File: config.mk
export PLATFORM = sky130hd
export DESIGN_NAME = systolic_result_drain
export DESIGN_NICKNAME = d
export VERILOG_FILES = /design/src/rtl/systolic_pkg.sv /design/src/rtl/sat_requant.sv /design/src/rtl/systolic_result_drain.sv
export SDC_FILE = /design/constraint.sdc
export NUM_CORES = 1
export LEC_CHECK = 0
export CAP_MARGIN = 20
export CORE_UTILIZATION = 50
export CTS_CLUSTER_DIAMETER = 60
export CTS_CLUSTER_SIZE = 12
export DETAILED_ROUTE_END_ITERATION = 16
export PLACE_DENSITY = 0.85
export SYNTH_ARGS = -nofsm -noshare
export SYNTH_HDL_FRONTEND = slang
export SYNTH_SLANG_ARGS = --single-unit
File: constraint.sdc
create_clock -name clk -period 5.7 [get_ports clk]
set_input_delay 1.14 -clock clk [delete_from_list [all_inputs] [get_ports clk]]
set_output_delay 1.14 -clock clk [all_outputs]
set_load 0.01 [all_outputs]
File: src/rtl/systolic_pkg.sv
// Shared definitions for the systolic array blocks: drain FSM encoding and the
// ReLU/saturation helper used when narrowing accumulator results.
package systolic_pkg;

    typedef enum logic {
        IDLE  = 1'b0,
        DRAIN = 1'b1
    } drain_state_t;

    localparam int SYS_CALC_W = 64;

    // Optional ReLU, then clamp to the signed range of an out_w-bit value.
    function automatic logic signed [SYS_CALC_W-1:0] sat_relu(
        input logic signed [SYS_CALC_W-1:0] v,
        input logic                         relu_en,
        input int                           out_w
    );
        logic signed [SYS_CALC_W-1:0] hi;
        logic signed [SYS_CALC_W-1:0] lo;
        logic signed [SYS_CALC_W-1:0] r;
        hi = (64'sd1 <<< (out_w - 1)) - 64'sd1;
        lo = -(64'sd1 <<< (out_w - 1));
        r  = v;
        if (relu_en && (r < 64'sd0)) begin
            r = 64'sd0;
        end
        if (r > hi) begin
            r = hi;
        end else if (r < lo) begin
            r = lo;
        end
        return r;
    endfunction

endpackage

File: src/rtl/sat_requant.sv
// Requantizes one signed accumulator: arithmetic shift, optional ReLU, saturate.
// Latency: combinational.
// Backpressure: none; pure function of its inputs.
module sat_requant
    import systolic_pkg::*;
#(
    parameter int ACC_W = 32,
    parameter int OUT_W = 8
) (
    input  logic signed [ACC_W-1:0] acc,
    input  logic        [4:0]       shift,
    input  logic                    relu_en,
    output logic signed [OUT_W-1:0] q
);

    logic signed [ACC_W-1:0]      shifted;
    logic signed [SYS_CALC_W-1:0] wide;
    logic signed [SYS_CALC_W-1:0] sat;

    always_comb begin
        shifted = acc >>> shift;
        wide    = SYS_CALC_W'(shifted);
        sat     = sat_relu(wide, relu_en, OUT_W);
        q       = sat[OUT_W-1:0];
    end

endmodule

File: src/rtl/systolic_result_drain.sv
// Captures a completed result tile and streams it out row-major, requantized.
// Latency: first element valid the cycle after done_in; back-to-back frames are gapless.
// Backpressure: valid/ready; element, last flag and index hold while m_ready is low.
module systolic_result_drain
    import systolic_pkg::*;
#(
    parameter int ACC_W = 32,
    parameter int ROWS  = 4,
    parameter int COLS  = 4,
    parameter int OUT_W = 8
) (
    input  logic                        clk,
    input  logic                        rst_n,
    input  logic                        done_in,
    input  logic [ROWS*COLS*ACC_W-1:0]  c_flat,
    input  logic [4:0]                  shift,
    input  logic                        relu_en,
    output logic                        m_valid,
    input  logic                        m_ready,
    output logic [OUT_W-1:0]            m_data,
    output logic                        m_last,
    output logic                        busy,
    output logic                        overrun,
    input  logic                        clear_err
);

    localparam int N     = ROWS * COLS;
    localparam int IDX_W = (N > 1) ? $clog2(N) : 1;
    localparam logic [IDX_W-1:0] LAST_IDX = IDX_W'(N - 1);

    drain_state_t            state;
    logic [IDX_W-1:0]        idx;
    logic [N*ACC_W-1:0]      cbuf;
    logic [4:0]              shift_q;
    logic                    relu_q;

    logic signed [ACC_W-1:0] elem;
    logic signed [OUT_W-1:0] q;
    logic                    at_last;
    logic                    xfer;
    logic                    last_xfer;
    logic                    ovr_set;

    assign elem      = cbuf[idx*ACC_W +: ACC_W];
    assign at_last   = (idx == LAST_IDX);
    assign xfer      = m_valid && m_ready;
    assign last_xfer = xfer && at_last;
    // A new frame is only legal while idle or exactly on the final handshake.
    assign ovr_set   = (state == DRAIN) && done_in && !last_xfer;

    sat_requant #(
        .ACC_W (ACC_W),
        .OUT_W (OUT_W)
    ) u_requant (
        .acc     (elem),
        .shift   (shift_q),
        .relu_en (relu_q),
        .q       (q)
    );

    assign m_valid = (state == DRAIN);
    assign busy    = (state == DRAIN);
    assign m_last  = m_valid && at_last;
    assign m_data  = m_valid ? q : '0;

    always_ff @(posedge clk or negedge rst_n) begin
        if (!rst_n) begin
            state   <= IDLE;
            idx     <= '0;
            cbuf    <= '0;
            shift_q <= '0;
            relu_q  <= 1'b0;
            overrun <= 1'b0;
        end else begin
            case (state)
                IDLE: begin
                    if (done_in) begin
                        cbuf    <= c_flat;
                        shift_q <= shift;
                        relu_q  <= relu_en;
                        idx     <= '0;
                        state   <= DRAIN;
                    end
                end
                DRAIN: begin
                    if (xfer) begin
                        if (at_last) begin
                            idx <= '0;
                            if (done_in) begin
                                cbuf    <= c_flat;
                                shift_q <= shift;
                                relu_q  <= relu_en;
                            end else begin
                                state <= IDLE;
                            end
                        end else begin
                            idx <= idx + 1'b1;
                        end
                    end
                end
                default: state <= IDLE;
            endcase

            if (ovr_set) begin
                overrun <= 1'b1;
            end else if (clear_err) begin
                overrun <= 1'b0;
            end
        end
    end

endmodule

Yosys cells after proc, flatten, opt, wreduce, memory -nomap -nowiden
Cells that the tools add are included.
Storage, ports and cells
  register bits: 524
  latch bits: 0
  RAM bits: 0
  memory bits (read-only): 0
  input bits: 523
  output and inout bits: 12
  word-level logic and storage cells: 53
  memories kept: 0
Cells by class
  $add $sub $neg: 1
  multiply operators: 0
  div/mod/pow operators: 0
  order comparisons: 3
  equal/unequal tests: 4
  shifts and indexed selects: 2
  muxes and demuxes: 26
  bitwise operators: 1
  reduce and logical (&&, ||, !) cells: 10
Operator list (number)
  512-bit 2-to-1 mux: 3
  512-bit case mux with 2 select lines: 1
  512-bit by 10-bit indexed part select with 32-bit output: 1
  64-bit by 8-bit greater-than comparator with 1-bit output (second input constant): 1
  64-bit by 8-bit < comparator with 1-bit output (second input constant): 1
  64-bit 2-to-1 mux: 1
  32-bit by 1-bit < comparator with 1-bit output (second input constant): 1
  32-bit by 5-bit >>> shifter with 32-bit output: 1
  8-bit 2-to-1 mux: 3
  5-bit 2-to-1 mux: 3
  4-bit 2-to-1 mux: 3
  5-bit case mux with 2 select lines: 1
  1-bit 2-to-1 mux: 8
  4-bit case mux with 2 select lines: 1
  1-bit logical AND: 6
  4-bit by 1-bit adder with 4-bit output (second input constant): 1
  4-bit == test (second input constant): 1
  2-bit by 1-bit != test with 1-bit output (second input constant): 2
  1-bit case mux with 2 select lines: 2
  2-bit AND reduction: 2
  2-bit != test (second input constant): 1
  2-bit nonzero test: 1
  1-bit zero test: 1
  1-bit inverter: 1

Logic depth before layout (Yosys ltp)
Gate-level depths: netlist (run 1).
  depth in word-level cells: 9
  gate-level depth with buffers: 19
  mapped depth without buffers: 11

Hierarchy
Synthesis (run 1) repeated with hierarchy kept, for this count alone.
Unflattened totals
  cells, all modules: 1769
  area total of the unflattened synthesis: 26411.6 um^2
By module, submodules not included
  systolic_result_drain: instances 1, cells an instance 1545, area each 24339.6 um^2, sequential area each 13112.6 um^2
  sat_requant: instances 1, cells an instance 224, area each 2072.0 um^2, sequential area each 0.0 um^2

Least setup slack after synthesis (run 1)
No wires, ideal clock.
  kind: register to output
  from: reg idx[0]
  to: out m_data[1]
  arrival: 3.607 ns
  data required time: 4.560 ns
  slack: 0.953 ns
  cell stages (with the launch flop): 15
  buffers on the path: 5
  cells stage by stage: dfrtp_1 buf_6 buf_12 buf_12 buf_12 buf_12 mux4_1 mux4_2 mux2i_4 o2111ai_1 a221oi_2 nand2_1 or4_4 o21ai_2 o211ai_1
On the way
  cells in the longest elaborated chain, start to end: 9
  elaborated cells on any way between the ends: 10
  those cells by class: 3 x order compare; 2 x shift; 4 x mux; 1 x reduce/logical
RTL lines
  start, declared: line systolic_result_drain.sv:32  | logic [IDX_W-1:0] idx;
  start signal, assigned: line systolic_result_drain.sv:97  | idx <= idx + 1'b1;
  512-bit by 10-bit indexed part select with 32-bit output (*): line systolic_result_drain.sv:44  | assign elem = cbuf[idx*ACC_W +: ACC_W];
  32-bit by 5-bit >>> shifter with 32-bit output (*): line sat_requant.sv:21  | shifted = acc >>> shift;
  32-bit by 1-bit < comparator with 1-bit output: line systolic_pkg.sv:24  | if (relu_en && (r < 64'sd0)) begin
  1-bit logical AND: line systolic_pkg.sv:24
  64-bit 2-to-1 mux (*): line systolic_pkg.sv:24
  64-bit by 8-bit < comparator with 1-bit output: line systolic_pkg.sv:29  | end else if (r < lo) begin
  8-bit 2-to-1 mux: line systolic_pkg.sv:29
  8-bit 2-to-1 mux (*): line systolic_pkg.sv:27  | if (r > hi) begin
  8-bit 2-to-1 mux (*): line systolic_result_drain.sv:64  | assign m_data = m_valid ? q : '0;
  end, declared: line systolic_result_drain.sv:20  | output logic [OUT_W-1:0] m_data,
Every way passes the cells marked *; elsewhere a longest branch is shown, timed or not.

Final worst setup path (run 1)
Same ends and word-level chain as after synthesis.

==> key figures, run 1 <==
Critical path
  – CP Cell Sequence: buf_12 -> buf_12 -> buf_6 -> mux2i_4 -> a221oi_4 -> buf_4 -> o21ai_0 -> o211ai_1 -> o311ai_4 -> or2_1 -> a221o_1 -> a2111oi_4 -> nand4_1 -> buf_6 -> or2_4 -> o211ai_1 -> buf_2
  – Critical Path RT: between 4 and 5 ns
  – Kind of critical path: reg -> out
  – Crit start category: flop
  – Worst Path Max Fanout: 8
  – Crit-path max cell delay: 0.57 ns
  – CP max stage cell: dfrtp_4
  – R2R Setup Slk: 2.27 ns
  – Crit path DAT: 4.74 ns
  – Worst setup EP type: output pin

Global route
  – First-pass GRT wire length: 135000 um
  – Number of global-route vias before repair: 21500
  – Initial antenna violation count: 22
  – All-layer global routing usage: 0.335
  – Largest net degree at the start of global routing: between 100 and 150
  – Grt ovf: 0

Route
  – DRT antenna net count: 0
  – DR DRC count: 0
  – DR vias/cell: 6.18
  – Total number of vias: 20600
  – Drt initial violations: 1860
  – Pre-Repair DR Iteration Count: 7
  – Total Routed Length: 92400 um
  – WL/cell: 27.7 um

Power
  – Pleak: 14.9 nW
  – Worst VDD drop: around 0.31 mV
  – Pwr Density: 631 nW/um2
  – Tot Pwr: 22.8 mW

Clocking
  – Cts hold-fix bufs: 0
  – Clock buffer count from CTS: 52
  – CTS tree: built
  – Clk slew on worst S/H paths: 0.06 ns
  – # clock sinks: about 520
  – CTS max path bufs: 3
  – H-tree depth: 2
  – Worst skew pair latency: ~0.61 ns
  – Clock root cell: clkbuf_16

Logic synthesis
  – Post-synth top flop: dfrtp_1
  – Post-synth top cells: mux2_2 (533), dfrtp_1 (524), mux2i_1 (123)
  – Synthesized flop and latch total: 524
  – Synthesized Nets: around 2500
  – Number of synthesized flops with an enable pin: 0
  – Share of the synthesized area in the top cell type: 0.490
  – Area leader, netlist: dfrtp_1
  – Yosys warnings: 0
  – Most frequent cell after synthesis: mux2_2
  – Main combinational cell family by area after synthesis: multiplexers
  – Seq/Total Area, Yosys: 0.490
  – Synth top area cells: dfrtp_1 (49%), mux2_2 (22%), mux4_2 (5.6%)
  – Post-Syn Area: 26700 um2
  – Adder-cell area share of the yosys netlist: 0.000468
  – Post-Synth Simple-Gate Area: 0.0486
  – Compound-cell area share of the yosys netlist: 0.0821
  – Post-synthesis mux area share: 0.339
  – Syn Area/Cell: 13.5 um2
  – Post-synth cell types: 91
  – Synth Instances: 1987
  – Xor/xnor share of the synthesized area: 0.000328
  – Post-synth ARST share: 1.00

STA
  – Final setup TNS: -0.887 ns
  – RSZ-0062 raised after global routing: true
  – Worst slew margin: 0.375
  – Maximum clock frequency: 170 MHz
  – Final Hold Viols: 0
  – Final setup viols: 7
  – Worst setup margin: -0.177 ns
  – Max Transition Viols Final: 0
  – Final Cycle Share: 1.03
  – Fin crit period: 5.88 ns
  – Worst Skew: 0.0354 ns
  – Worst slew pin tran: 0.937 ns
  – Worst hold slack: 0.489 ns

Floorplan
  – Top-Level Pins: 535
  – # rows: 84
  – Core area: 52700 um2
  – Die Footprint: 54400 um2
  – Die W: between 200 and 250 um
  – Initial Utilization: 0.508
  – Die Y: 233 um

Hold path
  – Worst Hold Class: in -> async

Run status
  – Failing checks: negative setup slack
  – Status: finished, violations left

Finish
  – Area growth syn-to-layout: 35.0%
  – Final core occ: 0.685
  – Final Net Count: 3144
  – Layout cells sized above 1: 0.382

Placement
  – RePlAce Congestion: just under 1
  – PortBufs: 534
  – Hpwl dp: 68400 um

Job
  – Max-cap viol count: 0
worst max-delay path, delay by kind of cell (launching register included):
kind / cells / cell delay [ns]
AND/OR/NAND/NOR: 3 / 0.66
AO/OA/AOI/OAI: 7 / 1.72
multiplexers: 1 / 0.18
flip-flops: 1 / 0.57
buffers and inverters: 6 / 0.98
metal layers:
layer  vias up  track usage  share of wire
met2      1074        0.533           0.48
met3       248       0.0702          0.082
met1     10500        0.439           0.39
met5         -            0        0.00069
li1       8813            -              -
met4        10        0.153          0.042
sequential cells by signal (all words and copies together) (netlist names):
name     count
cbuf       512
shift_q      5
idx          4
busy         1
overrun      1
relu_q       1
per-stage QoR:
step	std cells	setup slack, ns	instance area, um2
6_report	3340	-0.177	36100
5_1_grt	3337	-0.259	36100
4_1_cts	3302	-0.0934	35500
3_5_place_dp	3208	-0.293	33400
3_3_place_gp	3208	-0.108	33400
2_1_floorplan	1987	0.953	26700
layout by cell type, fill, tap and decap left out, types with 25 or more instances in the layout:
master	instances
a22oi_2	25
mux2i_1	115
buf_12	30
o21ai_0	43
dfrtp_1	519
mux4_2	72
clkbuf_16	54
buf_4	142
clkdlybuf4s50_1	526
a22oi_1	26
nor2_1	56
nand2_1	76
mux2_2	529
nand3_1	36
timing repair:
action | CTS | global route
pin swaps | 34 | 40
setup buffers | 26 | 18
cloned | 3 | 1
gates resized for setup | 115 | 85
endpoints found under the hold margin | 0 | 0
setup endpoints to repair | 7 | 7
cell type report:
| cell class | instances | area [um2] |
|---|---|---|
| fillers | 3586 | 16600 |
| multi-input cells | 1300 | 13300 |
| flip-flops and latches | 524 | 13100 |
| repair buffers | 728 | 7300 |
| clock buffers | 58 | 1360 |
| well taps | 688 | 861 |
| clock inverters | 7 | 86.3 |
| inverters | 14 | 53.8 |
| diodes | 21 | 52.6 |
final timing paths:
path	from	endpoint	cells after the start
max	idx[0]	m_data[1]	17
min	rst_n	cbuf[464]	1
max reg2reg	idx[0]	cbuf[181]	8
min reg2reg	cbuf[448]	cbuf[448]	1
max in group asynchronous	rst_n	cbuf[140]	2
min in group clk	cbuf[448]	cbuf[448]	1
cell families after synthesis:
family,Yosys count
AO/OA/AOI/OAI,292
XOR/XNOR,1
adder cells (fa/ha/maj),1
buffers and inverters,163
flip-flops,524
multiplexers,736
AND/OR/NAND/NOR,270
report_power, final:
part	leakage [nW]	switching (mW)	internal, mW
logic	7.80	6.64	6.32
registers	6.39	1.17	5.55
clock network	0.702	1.44	1.68
total	14.9	9.25	13.5
Power figures use the tool's default switching activity.
==> inputs of run 2 (changes only) <==
Settings changed: CORE_UTILIZATION 50 to 52, PLACE_DENSITY 0.85 to 0.88.
==> run 2 against run 1 <==
Net effect: the run still ends with negative setup slack left; worst setup slack better by 0.0027 ns; largest power group unchanged; critical path depth stayed put; combinational power hardly changed; flip-flop and latch count stayed put; register-to-register slack worse by 0.27 ns; via count is 1.3% higher; power hardly changed; sequential power is 0.6% higher; count of clock-buffer cells in the layout is 3 lower.
==> key figures, run 2 (synthesis gave the netlist of run 1 again) <==
Run status
  – Status: finished, violations left
  – Failing checks: negative setup slack

Critical path
  – Crit path DAT: 4.73 ns (about the same)
  – R2R Setup Slk: 2.00 ns (-0.27 ns)
  – Reg-to-reg endpoint: cbuf[291]
  – Critical Path Start: idx[0]
  – Most frequent CP cell: buf_4
  – Crit start category: flop
  – Worst setup EP type: output pin
  – Kind of critical path: reg -> out
  – Critical Path RT: 4.56 ns (about the same)
  – Crit path capture: m_data[5]
  – CP Cell Sequence: buf_6 -> buf_12 -> buf_4 -> mux4_2 -> or2_4 -> a21oi_2 -> buf_4 -> o22ai_4 -> buf_6 -> mux4_2 -> a22oi_2 -> o2111ai_2 -> or4_4 -> nor2_4 -> buf_4 -> a21oi_2 -> buf_2
  – R2R depth: 9 (+1)
  – Worst Path Max Fanout: 5 (-3)
  – Crit-path max cell delay: 0.55 ns (-0.02 ns)
  – RR Startpoint: idx[1]
  – CP max stage cell: mux4_2

STA
  – Worst hold slack: 0.503 ns (+0.0146 ns)
  – Worst slew pin tran: 0.918 ns (-0.0185 ns)
  – Final setup viols: 7 (unchanged)
  – Fin crit period: 5.87 ns (-0.00275 ns)
  – Worst slew margin: 0.388 (+0.0124)
  – Final Hold Viols: 0 (unchanged)
  – Max Transition Viols Final: 0 (unchanged)
  – RSZ-0062 raised after global routing: true
  – Worst setup margin: -0.174 ns (+0.00275 ns)
  – Maximum clock frequency: 170 MHz (about the same)
  – Final Cycle Share: 1.03 (about the same)
  – Final setup TNS: -0.835 ns (+0.0516 ns)
  – Worst Skew: 0.0453 ns (+0.00996 ns)

Clocking
  – Clk slew on worst S/H paths: 0.06 ns (about the same)
  – # clock sinks: 524 (unchanged)
  – Clock buffer count from CTS: 54 (+3.8%)
  – Clock root cell: clkbuf_16
  – Cts hold-fix bufs: 0 (unchanged)
  – Worst skew pair latency: 0.63 ns (+0.02 ns)
  – CTS tree: built
  – CTS max path bufs: 3 (unchanged)
  – H-tree depth: 2 (unchanged)

Floorplan
  – Initial Utilization: 0.530 (+0.0219)
  – Die Y: 229 um (-1.9%)
  – # rows: 82 (-2.4%)
  – Core area: 50500 um2 (-4.1%)
  – Die Footprint: 52300 um2 (-3.8%)
  – Top-Level Pins: 535 (unchanged)
  – Die W: 229 um (-1.9%)

Global route
  – All-layer global routing usage: 0.358 (+0.0231)
  – Global Route met1 Usage: 0.446 (+0.00723)
  – Met2 Usage GRT: 0.578 (+0.0451)
  – Initial antenna violation count: 42 (+91%)
  – Grt ovf: 0 (unchanged)
  – First-pass GRT wire length: 140000 um (+3.9%)
  – GR peak layer: met2
  – M3 GR Usage: 0.0821 (+0.0119)
  – Largest net degree at the start of global routing: 137 (+9.6%)
  – Number of global-route vias before repair: 22500 (+4.7%)

Placement
  – Hpwl dp: 67400 um (-1.4%)
  – PortBufs: 534 (unchanged)
  – Placed Area: 33300 um2 (-0.46%)
  – RePlAce Congestion: 0.972 (-1.1%)
  – Cell count after placement: 3189 (-0.59%)
  – Place WS: -0.378 ns (-0.0842 ns)

Hold path
  – Worst Hold Class: reg -> reg

Job
  – Max-cap viol count: 0 (unchanged)

Power
  – Pwr Density: 632 nW/um2 (+0.15%)
  – Tot Pwr: 22.8 mW (about the same)
  – Pleak: 14.9 nW (-0.14%)
  – Worst VDD drop: 0.369 mV (+18%)

Finish
  – Largest register FFs: 512 (unchanged)
  – Most common cell after layout, fill and taps aside: mux2_2
  – Layout cells sized above 1: 0.383 (+0.00120)
  – Fin area: 36000 um2 (-0.15%)
  – Filler cells: 3359 (-6.3%)
  – Most flops, register: cbuf
  – Highest-count cells in the layout ignoring fill and taps: mux2_2 (530), clkdlybuf4s50_1 (526), dfrtp_1 (519)
  – Area growth syn-to-layout: 34.8%
  – Final Net Count: 3140 (-0.13%)
  – Final non-filler cell total: 3339 (-0.030%)
  – Final core occ: 0.714 (+0.0285)
  – Biggest regs: cbuf (512), shift_q (5), idx (4)

Route
  – DR DRC count: 0 (unchanged)
  – DR vias/cell: 6.26 (+1.3%)
  – Total Routed Length: 94000 um (+1.7%)
  – WL/cell: 28.1 um (+1.8%)
  – Pre-Repair DR Iteration Count: 7 (unchanged)
  – Drt initial violations: 1933 (+3.9%)
  – Total number of vias: 20900 (+1.3%)
  – DRT antenna net count: 0 (unchanged)
run 2: cell types whose count changed in the layout (fill, tap and decap cells not counted), sizes merged:
cell,delta
bufinv,+1
bufbuf,+1
diode,+18
buf,-4
clkinv,+3
clkinvlp,+2
clkbuf,-6
run 2: routing by layer:
metal,vias to the layer above,part of all wire
met5,-,0.00055
met4,8,0.057
met3,312,0.083
met2,1126,0.48
met1,10600,0.38
li1,8819,-
run 2: cell type report:
class	instances	area (um2)	share of cell area
Tap cell	672	841	0.0233
Timing Repair Buffer	722	7140	0.198
Multi-Input combinational cell	1300	13300	0.368
Inverter	14	56.3	0.00156
Sequential cell	524	13100	0.364
Clock buffer	55	1370	0.0379
Clock inverter	13	163	0.00451
Antenna cell	39	97.6	0.00271
run 2: critical path, delay by kind of cell (launching register included):
family | cells | cell delay [ns]
flip-flops | 1 | 0.48
buffers and inverters | 7 | 1.02
AO/OA/AOI/OAI | 5 | 0.61
multiplexers | 2 | 1.07
AND/OR/NAND/NOR | 3 | 0.93
run 2: power by group:
group | internal (mW) | switching, mW | total (mW)
clock network | 1.76 | 1.50 | 3.27
registers | 5.55 | 1.20 | 6.75
logic | 6.22 | 6.56 | 12.8
run 2: timing repair:
action,in CTS,in global routing
buffers inserted,28,11
setup endpoints to repair,7,7
hold endpoints to repair,0,0
pin swaps,64,18
gates cloned,5,0
resized for setup,179,16
run 2: worst min path at each step:
| stage | from | to | depth (start not counted) |
|---|---|---|---|
| 5_1_grt | cbuf[419] | cbuf[419] | 1 |
| 2_1_floorplan | cbuf[103] | cbuf[103] | 1 |
| 6_report | cbuf[141] | cbuf[141] | 1 |
| 3_3_place_gp | cbuf[135] | cbuf[135] | 1 |
| 4_1_cts | cbuf[314] | cbuf[314] | 1 |
| 3_5_place_dp | cbuf[314] | cbuf[314] | 1 |
